**src/rtl/controle_varredura_servo_if.sv**
```systemverilog
// Signal bundle between the sweep sequencer, the run-enable source and the PWM/measurement blocks.
interface controle_varredura_servo_if;
  logic       ligar;
  logic       medida_pronta;
  logic [2:0] posicao;
  logic       sentido;
  logic       inicia_medida;
  logic       timeout;
  logic [2:0] db_estado;

  modport master (
    output ligar, medida_pronta,
    input  posicao, sentido, inicia_medida, timeout, db_estado
  );

  modport slave (
    input  ligar, medida_pronta,
    output posicao, sentido, inicia_medida, timeout, db_estado
  );
endinterface

```
**src/rtl/controle_varredura_servo.sv**
```systemverilog
// Back-and-forth servo sweep sequencer: settle, request a measurement, wait for done or timeout, step.
//
// state   | meaning
// INICIAL | idle at position 0, waiting for ligar
// ACOMODA | servo settling at the current position
// MEDE    | one-cycle measurement request
// AGUARDA | waiting for medida_pronta or timeout
// PROXIMA | one-cycle step to the next sweep position
module controle_varredura_servo #(
  parameter int unsigned T_ACOMODA = 25_000_000,
  parameter int unsigned T_TIMEOUT = 50_000_000
) (
  input  logic                          clock,
  input  logic                          reset,
  controle_varredura_servo_if.slave     bus
);

  localparam logic [2:0] INICIAL = 3'b000;
  localparam logic [2:0] ACOMODA = 3'b001;
  localparam logic [2:0] MEDE    = 3'b010;
  localparam logic [2:0] AGUARDA = 3'b011;
  localparam logic [2:0] PROXIMA = 3'b100;

  localparam logic [31:0] ACOMODA_FIM = 32'(T_ACOMODA - 1);
  localparam logic [31:0] TIMEOUT_FIM = 32'(T_TIMEOUT - 1);

  logic [2:0]  estado, estado_prox;
  logic [31:0] timer, timer_prox;
  logic [2:0]  posicao, posicao_prox;
  logic        sentido, sentido_prox;
  logic        inicia, inicia_prox;
  logic        tmo, tmo_prox;

  always_comb begin
    estado_prox  = estado;
    timer_prox   = timer;
    posicao_prox = posicao;
    sentido_prox = sentido;
    tmo_prox     = 1'b0;

    // Dropping ligar aborts from anywhere, ahead of every other transition.
    if (estado != INICIAL && !bus.ligar) begin
      estado_prox  = INICIAL;
      timer_prox   = '0;
      posicao_prox = 3'd0;
      sentido_prox = 1'b1;
    end else begin
      case (estado)
        INICIAL: begin
          timer_prox   = '0;
          posicao_prox = 3'd0;
          sentido_prox = 1'b1;
          if (bus.ligar) estado_prox = ACOMODA;
        end
        ACOMODA: begin
          timer_prox = timer + 32'd1;
          if (timer == ACOMODA_FIM) estado_prox = MEDE;
        end
        MEDE: begin
          timer_prox  = '0;
          estado_prox = AGUARDA;
        end
        AGUARDA: begin
          timer_prox = timer + 32'd1;
          if (bus.medida_pronta) begin
            estado_prox = PROXIMA;
          end else if (timer == TIMEOUT_FIM) begin
            estado_prox = PROXIMA;
            tmo_prox    = 1'b1;
          end
        end
        PROXIMA: begin
          timer_prox  = '0;
          estado_prox = ACOMODA;
          // Endpoints reverse direction so each is visited once per pass.
          if (sentido && posicao == 3'd7) begin
            posicao_prox = 3'd6;
            sentido_prox = 1'b0;
          end else if (!sentido && posicao == 3'd0) begin
            posicao_prox = 3'd1;
            sentido_prox = 1'b1;
          end else if (sentido) begin
            posicao_prox = posicao + 3'd1;
          end else begin
            posicao_prox = posicao - 3'd1;
          end
        end
        default: begin
          estado_prox  = INICIAL;
          timer_prox   = '0;
          posicao_prox = 3'd0;
          sentido_prox = 1'b1;
        end
      endcase
    end

    inicia_prox = (estado_prox == MEDE);
  end

  always_ff @(posedge clock or negedge reset) begin
    if (!reset) begin
      estado  <= INICIAL;
      timer   <= '0;
      posicao <= 3'd0;
      sentido <= 1'b1;
      inicia  <= 1'b0;
      tmo     <= 1'b0;
    end else begin
      estado  <= estado_prox;
      timer   <= timer_prox;
      posicao <= posicao_prox;
      sentido <= sentido_prox;
      inicia  <= inicia_prox;
      tmo     <= tmo_prox;
    end
  end

  assign bus.posicao       = posicao;
  assign bus.sentido       = sentido;
  assign bus.inicia_medida = inicia;
  assign bus.timeout       = tmo;
  assign bus.db_estado     = estado;

endmodule

```
**src/flat_wrapper.sv**
```systemverilog
// flat-port wrapper written by rule: the top's interface ports become plain ports
module controle_varredura_servo_flat 
#(
  parameter int unsigned T_ACOMODA = 25_000_000,
  parameter int unsigned T_TIMEOUT = 50_000_000
)
  (clock, reset, bus_ligar, bus_medida_pronta, bus_posicao, bus_sentido, bus_inicia_medida, bus_timeout, bus_db_estado);
  controle_varredura_servo_if bus_i ();
  input  logic clock;
  input  logic reset;
  input wire logic [$bits(bus_i.ligar)-1:0] bus_ligar;
  input wire logic [$bits(bus_i.medida_pronta)-1:0] bus_medida_pronta;
  output wire logic [$bits(bus_i.posicao)-1:0] bus_posicao;
  output wire logic [$bits(bus_i.sentido)-1:0] bus_sentido;
  output wire logic [$bits(bus_i.inicia_medida)-1:0] bus_inicia_medida;
  output wire logic [$bits(bus_i.timeout)-1:0] bus_timeout;
  output wire logic [$bits(bus_i.db_estado)-1:0] bus_db_estado;
  assign bus_i.ligar = bus_ligar;
  assign bus_i.medida_pronta = bus_medida_pronta;
  assign bus_posicao = bus_i.posicao;
  assign bus_sentido = bus_i.sentido;
  assign bus_inicia_medida = bus_i.inicia_medida;
  assign bus_timeout = bus_i.timeout;
  assign bus_db_estado = bus_i.db_estado;
  controle_varredura_servo #(.T_ACOMODA(T_ACOMODA), .T_TIMEOUT(T_TIMEOUT)) u_core (.clock(clock), .reset(reset), .bus(bus_i));
endmodule
```
**config.mk**
```make
export PLATFORM = sky130hd
export DESIGN_NAME = controle_varredura_servo_flat
export DESIGN_NICKNAME = d
export VERILOG_FILES = /design/src/rtl/controle_varredura_servo_if.sv /design/src/rtl/controle_varredura_servo.sv /design/src/flat_wrapper.sv
export SDC_FILE = /design/constraint.sdc
export NUM_CORES = 1
export LEC_CHECK = 0
export BUFFER_PORTS_ARGS = -buffer_cell sky130_fd_sc_hd__buf_2
export CAP_MARGIN = 20
export CORE_MARGIN = 3
export CORE_UTILIZATION = 50
export DETAILED_ROUTE_END_ITERATION = 10
export PLACE_DENSITY_LB_ADDON = 0.1
export SYNTH_ARGS = -nofsm -noshare
export SYNTH_HDL_FRONTEND = slang
export SYNTH_SLANG_ARGS = --single-unit
```
**constraint.sdc**
```tcl
create_clock -name clock -period 2.7 [get_ports clock]
set_input_delay 0.675 -clock clock [delete_from_list [all_inputs] [get_ports clock]]
set_output_delay 0.675 -clock clock [all_outputs]
set_load 0.005 [all_outputs]
```
==> impl_metrics.env, run 1 <==
export IMPL_outcome="completed"
export IMPL_worst_clock_skew_ns=0.0110
export IMPL_hpwlAfterDp_mm=3.58
export IMPL_clk_pin_slew_worst_paths_ns=0.08
export IMPL_vias_per_cell=6.27
export IMPL_whs_ns=0.507
export IMPL_timing_final_crit_period_ns=2.26
export IMPL_crit_start="u_core.timer[0]"
export IMPL_synth_cells=245
export IMPL_synth_edf_count=0
export IMPL_ios=13
export IMPL_cp_max_fo=15
export IMPL_syn_avg_cell_area_sq_um=9.43
export IMPL_ys_seq_area_share_pct=44.5
export IMPL_numPortBuffers=12
export IMPL_multi_input_area_sq_um=1200
export IMPL_finalCritPeriodShare_pct=83.5
export IMPL_place_gp_congestion=0.817
export IMPL_root_buffer="clkbuf_8"
export IMPL_worstPathArrival_ns=2.47
export IMPL_yosys_warnings=0
export IMPL_die_x_microns=74.0
export IMPL_rsz0062_at_grt="no"
export IMPL_nets=263
export IMPL_cts_made_buffers=5
export IMPL_yosys_most_used_dff="dfrtp_1"
export IMPL_cellLeakagePower_nw=0.983
export IMPL_critical_path_class="flip-flop to flip-flop"
export IMPL_finalWirelength_mm=5.15
export IMPL_yosysUniqueCellTypes=51
export IMPL_yosysMostFrequentCell="dfrtp_1"
export IMPL_grt_pass1_wl_mm=8.91
export IMPL_synth_net_count=251
export IMPL_clk_latency_ns=0.29
export IMPL_cts_tree="built"
export IMPL_final_layout_size_suffix_gt1_share_pct=13.2
export IMPL_yosys_top_cells_count="40 x dfrtp_1, 20 x nor2_1, 17 x a21oi_1, 17 x nand2_1, 12 x nand3_1"
export IMPL_htreeDepth=2
export IMPL_clock_sinks=41
export IMPL_setup_viol=0
export IMPL_antenna_found_initial=0
export IMPL_n_antenna_cell=0
export IMPL_post_cts_setup_buffers=0
export IMPL_holdCritPathClass="primary input to asynchronous set/reset pin"
export IMPL_grt_pass1_vias=1841
export IMPL_maxCapViolCount=0
export IMPL_wl_per_cell_microns=16.6
export IMPL_clock_path_buffers=2
export IMPL_ys_async_sr_fraction_pct=100
export IMPL_nFillCells=417
export IMPL_hold_viol_final=0
export IMPL_drtIter0Drc=203
export IMPL_grt_overflow_total=0
export IMPL_power_density_nw_per_um2=427
export IMPL_route_detailed_drc=0
export IMPL_reg2reg_from="u_core.timer[0]"
export IMPL_gr_usage_all_layers_pct=20.9
export IMPL_syn_area_sq_um=2310
export IMPL_postCtsHoldBufs=0
export IMPL_tightest_slew_ns=0.896
export IMPL_seqCellArea_sq_um=1030
export IMPL_max_freq_ghz=0.443
export IMPL_slew_viol_final=0
export IMPL_required_ns=2.91
export IMPL_relSlewSlack_pct=40.3
export IMPL_synth_top_cell_by_area="dfrtp_1"
export IMPL_cts_resized=0
export IMPL_fin_tns_setup_ns=0
export IMPL_synth_top_area_share_pct=43.3
export IMPL_vias=1945
export IMPL_synth_area_leaders="dfrtp_1 43%, a21oi_1 3.7%, nor2_1 3.3%"
export IMPL_die_area_sq_um=5470
export IMPL_synth_seq_cells=41
export IMPL_rows=24
export IMPL_drtAntennaViolNets=0
export IMPL_die_h_microns=74.0
export IMPL_grt_max_degree=42
export IMPL_peakVddDrop_v=0.000237
export IMPL_synthToLayoutAreaGrowth_pct=7.91
export IMPL_initial_utilization_pct=52.3
export IMPL_cp_start_kind="flip-flop"
export IMPL_dr_pass1_iters=4
export IMPL_core_area_sq_um=4410
export IMPL_end_kind="flip-flop"
-- stage by stage --
stage	instance area (sq um)	utilization, %	power [mW]	worst slack (ns)	std cells
finish	2490	56.5	1.07	0.444	310
global route	2490	56.5	1.11	0.321	310
CTS	2490	56.5	1.08	0.427	310
detailed placement	2400	54.4	0.671	0.452	302
global placement	2400	54.4	0.671	0.577	302
floorplan	2310	-	0.648	0.722	245
-- final cells by class --
cell class              instances  share of cell area, %
clock buffers                   8                   3.61
multi-input cells             187                   48.2
inverters                       7                   1.05
repair buffers                 15                   3.31
well taps                      52                   2.61
flip-flops and latches         41                   41.2
-- worst paths after layout --
check                              endpoint  slack, ns  cells past startpoint
max                        u_core.timer[26]       0.44                      5
min                        u_core.timer[13]       0.51                      1
max reg2reg                u_core.timer[26]       0.44                      5
min reg2reg                 u_core.timer[0]       0.53                      1
max in group asynchronous   u_core.timer[3]       1.62                      1
min in group clock          u_core.timer[0]       0.53                      1
-- critical path: stages, from the launching register on --
cell	delay [ns]
dfrtp_1	0.41
ha_1	0.30
nand3_1	0.18
or4_4	0.61
or4_1	0.53
a21oi_1	0.16
-- routing by layer --
metal | vias to the layer above | track usage [%] | part of all wire, %
li1 | 957 | - | -
met1 | 939 | 29.2 | 49
met2 | 43 | 33.2 | 46
met3 | 6 | 4.05 | 3.8
met4 | 0 | 6.04 | 1.2
met5 | - | 0 | 0
-- report_power, final --
group | total (mW) | internal [mW] | switching (mW)
clock | 0.408 | 0.209 | 0.199
sequential | 0.620 | 0.616 | 0.00364
combinational | 0.0383 | 0.00923 | 0.0290
total | 1.07 | 0.834 | 0.232
-- flip-flops by register name, indices dropped and copies added (netlist names) --
| name | cells |
|---|---|
| u_core.bus.posicao | 3 |
| u_core.timer | 32 |
| u_core.bus.sentido | 1 |
| u_core.bus.timeout | 1 |
| u_core.bus.inicia_medida | 1 |
| u_core.bus.db_estado | 3 |
-- cells by family (layout without fill, tap and decap cells) --
| family | count (synthesis) | after routing | share of synthesized area [%] |
|---|---|---|---|
| AOI/OAI and AO/OA | 50 | 50 | 14.1 |
| xor gates and xnor gates | 11 | 11 | 4.17 |
| adders and majority gates | 2 | 2 | 1.41 |
| buffers and inverters | 17 | 30 | 3.52 |
| DFF | 41 | 41 | 44.5 |
| and+or+nand+nor | 124 | 124 | 32.3 |
-- cells in the final DEF, fill, tap and decap left out, types with 3 or more instances in the layout --
master / instances
or4_1: 9
inv_1: 7
or3_1: 5
and4_1: 4
nand4b_1: 3
a31oi_1: 3
nor2b_1: 3
nor3_1: 8
nor4_1: 7
a21oi_1: 17
o21ai_0: 9
buf_4: 3
nor4b_1: 3
dfrtp_1: 40
xor2_1: 4
nand3_1: 12
nor2_1: 20
xnor2_1: 7
nand4_1: 11
o31ai_1: 8
a41o_1: 4
nand2_1: 17
buf_2: 12
clkbuf_8: 6
(Power assumes the default switching activity.)
==> run 2, diff against run 1 <==
==> constraint.sdc (replaced) <==
create_clock -name clock -period 2.1 [get_ports clock]
set_input_delay 0.525 -clock clock [delete_from_list [all_inputs] [get_ports clock]]
set_output_delay 0.525 -clock clock [all_outputs]
set_load 0.005 [all_outputs]
==> run 2 against run 1 <==
  * Critical path depth unchanged
  * Worst setup slack worse by 0.32 ns
  * Largest cell class unchanged
  * Utilization up 5.2 points
  * Global-route usage down 0.13 points
  * Wire length up 4.8%
  * Clock skew down 0.0049 ns
  * Clock power up 85%
  * Non-clock buffer count up 21
==> impl_metrics.env, run 2 (synthesis results as in run 1) <==
export IMPL_worstPathArrival_ns=2.20
export IMPL_layout_common_cells="40 x dfrtp_1, 23 x buf_4, 20 x nor2_1"
export IMPL_regMostFlops="u_core.timer"
export IMPL_slew_viol_final=0
export IMPL_pwr_share_seq_pct=49.4
export IMPL_outcome="completed"
export IMPL_relSlewSlack_pct=69.4
export IMPL_dr_pass1_iters=4
export IMPL_ios=13
export IMPL_rows=24
export IMPL_grt_overflow_total=0
export IMPL_rsz0062_at_grt="no"
export IMPL_finalWirelength_mm=5.39
export IMPL_cpPeakStageDelay_ns=0.58
export IMPL_postPlaceCellArea_sq_um=2550
export IMPL_antenna_found_initial=0
export IMPL_grt_pass1_wl_mm=8.78
export IMPL_max_freq_ghz=0.507
export IMPL_clk_latency_ns=0.30
export IMPL_vias=2082
export IMPL_gr_usage_all_layers_pct=20.8
export IMPL_route_detailed_drc=0
export IMPL_fin_area_sq_um=2720
export IMPL_initial_utilization_pct=52.3
export IMPL_worst_clock_skew_ns=0.00611
export IMPL_swShare_pct=20.3
export IMPL_setup_viol=0
export IMPL_grt_pass1_vias=1886
export IMPL_clock_sinks=41
export IMPL_largest_register_ffs=32
export IMPL_hold_viol_final=0
export IMPL_cp_start_kind="flip-flop"
export IMPL_holdCritPathClass="primary input to asynchronous set/reset pin"
export IMPL_cp_max_fo=5
export IMPL_drtAntennaViolNets=0
export IMPL_critical_path_class="flip-flop to flip-flop"
export IMPL_synthToLayoutAreaGrowth_pct=17.8
export IMPL_cts_made_buffers=5
export IMPL_clockPowerShare_pct=47.0
export IMPL_power_switching_mw=0.327
export IMPL_numPortBuffers=12
export IMPL_required_ns=2.32
export IMPL_timing_final_crit_period_ns=1.97
export IMPL_hpwlAfterDp_mm=3.84
export IMPL_final_layout_size_suffix_gt1_share_pct=21.1
export IMPL_die_x_microns=74.0
export IMPL_worst_slack_ns=0.129
export IMPL_wl_per_cell_microns=16.2
export IMPL_nets=285
export IMPL_die_area_sq_um=5470
export IMPL_cp_cell_sequence="ha_1 > nand3_1 > or4_4 > or4_1 > a21oi_1"
export IMPL_clock_path_buffers=2
export IMPL_internal_power_mw=1.28
export IMPL_dp_cells=320
export IMPL_final_common_cell="dfrtp_1"
export IMPL_htreeDepth=2
export IMPL_power_density_nw_per_um2=592
export IMPL_drtIter0Drc=134
export IMPL_root_buffer="clkbuf_8"
export IMPL_postCtsHoldBufs=0
export IMPL_peakVddDrop_v=0.000363
export IMPL_die_h_microns=74.0
export IMPL_dp_slack_ns=0.111
export IMPL_grt_max_degree=23
export IMPL_place_gp_congestion=0.881
export IMPL_clk_pin_slew_worst_paths_ns=0.08
export IMPL_core_area_sq_um=4410
export IMPL_cellLeakagePower_nw=1.11
export IMPL_fin_tns_setup_ns=0
export IMPL_vias_per_cell=6.27
export IMPL_utilization_pct=61.6
export IMPL_finalPower_mw=1.61
export IMPL_n_antenna_cell=0
export IMPL_fin_cells=332
export IMPL_maxCapViolCount=0
export IMPL_cts_tree="built"
export IMPL_end_kind="flip-flop"
export IMPL_combPwrFrac_pct=3.6
export IMPL_finalCritPeriodShare_pct=93.9
export IMPL_tightest_slew_ns=0.455
export IMPL_whs_ns=0.165
export IMPL_crit_slowest_cell="or4_4"
-- run 2: per-layer routing --
layer,track usage [%],wire (microns)
met1,28.7,2510
met2,33.2,2520
met3,2.97,255
met4,7.85,108
met5,0,0
-- run 2: cell type report --
type                       count  area [sq um]
clock buffer                   5          68.8
fill                         389          1690
clock inverter                 3          65.1
sequential                    41          1030
inverter                       7          26.3
timing repair buffer          36           253
tap                           52          65.1
multi-input combinational    188          1220
-- run 2: path summary, 6_finish.rpt --
path / slack, ns / cells past startpoint / to / from
setup / recovery: 0.13 / 5 / u_core.timer[26] / u_core.timer[1]
hold / removal: 0.17 / 1 / u_core.timer[16] / reset
setup reg to reg: 0.13 / 5 / u_core.timer[26] / u_core.timer[1]
hold reg to reg: 0.55 / 2 / u_core.timer[0] / u_core.timer[0]
max in group asynchronous: 1.46 / 2 / u_core.timer[26] / reset
min in group clock: 0.42 / 2 / u_core.bus.timeout / bus_medida_pronta
-- run 2: critical path: cells and delay by family (launching register included) --
kind | cells | cell delay (ns)
adder cells (fa/ha/maj) | 1 | 0.16
AO/OA/AOI/OAI | 1 | 0.15
AND/OR/NAND/NOR | 3 | 1.23
flip-flops | 1 | 0.36
-- run 2: repair_timing --
action | 4_1_cts | 5_1_grt
gates resized for setup | 0 | 2
setup buffers | 0 | 3
setup endpoints to repair | 0 | 4
-- run 2: power groups by stage --
stage | clock, mW | combinational, mW | sequential, mW
after floorplan | 0 | 0.0221 | 0.811
after global placement | 0 | 0.0591 | 0.811
after detailed placement | 0 | 0.0593 | 0.811
after CTS | 0.762 | 0.0595 | 0.795
after global routing | 0.798 | 0.0677 | 0.796
final | 0.756 | 0.0587 | 0.795
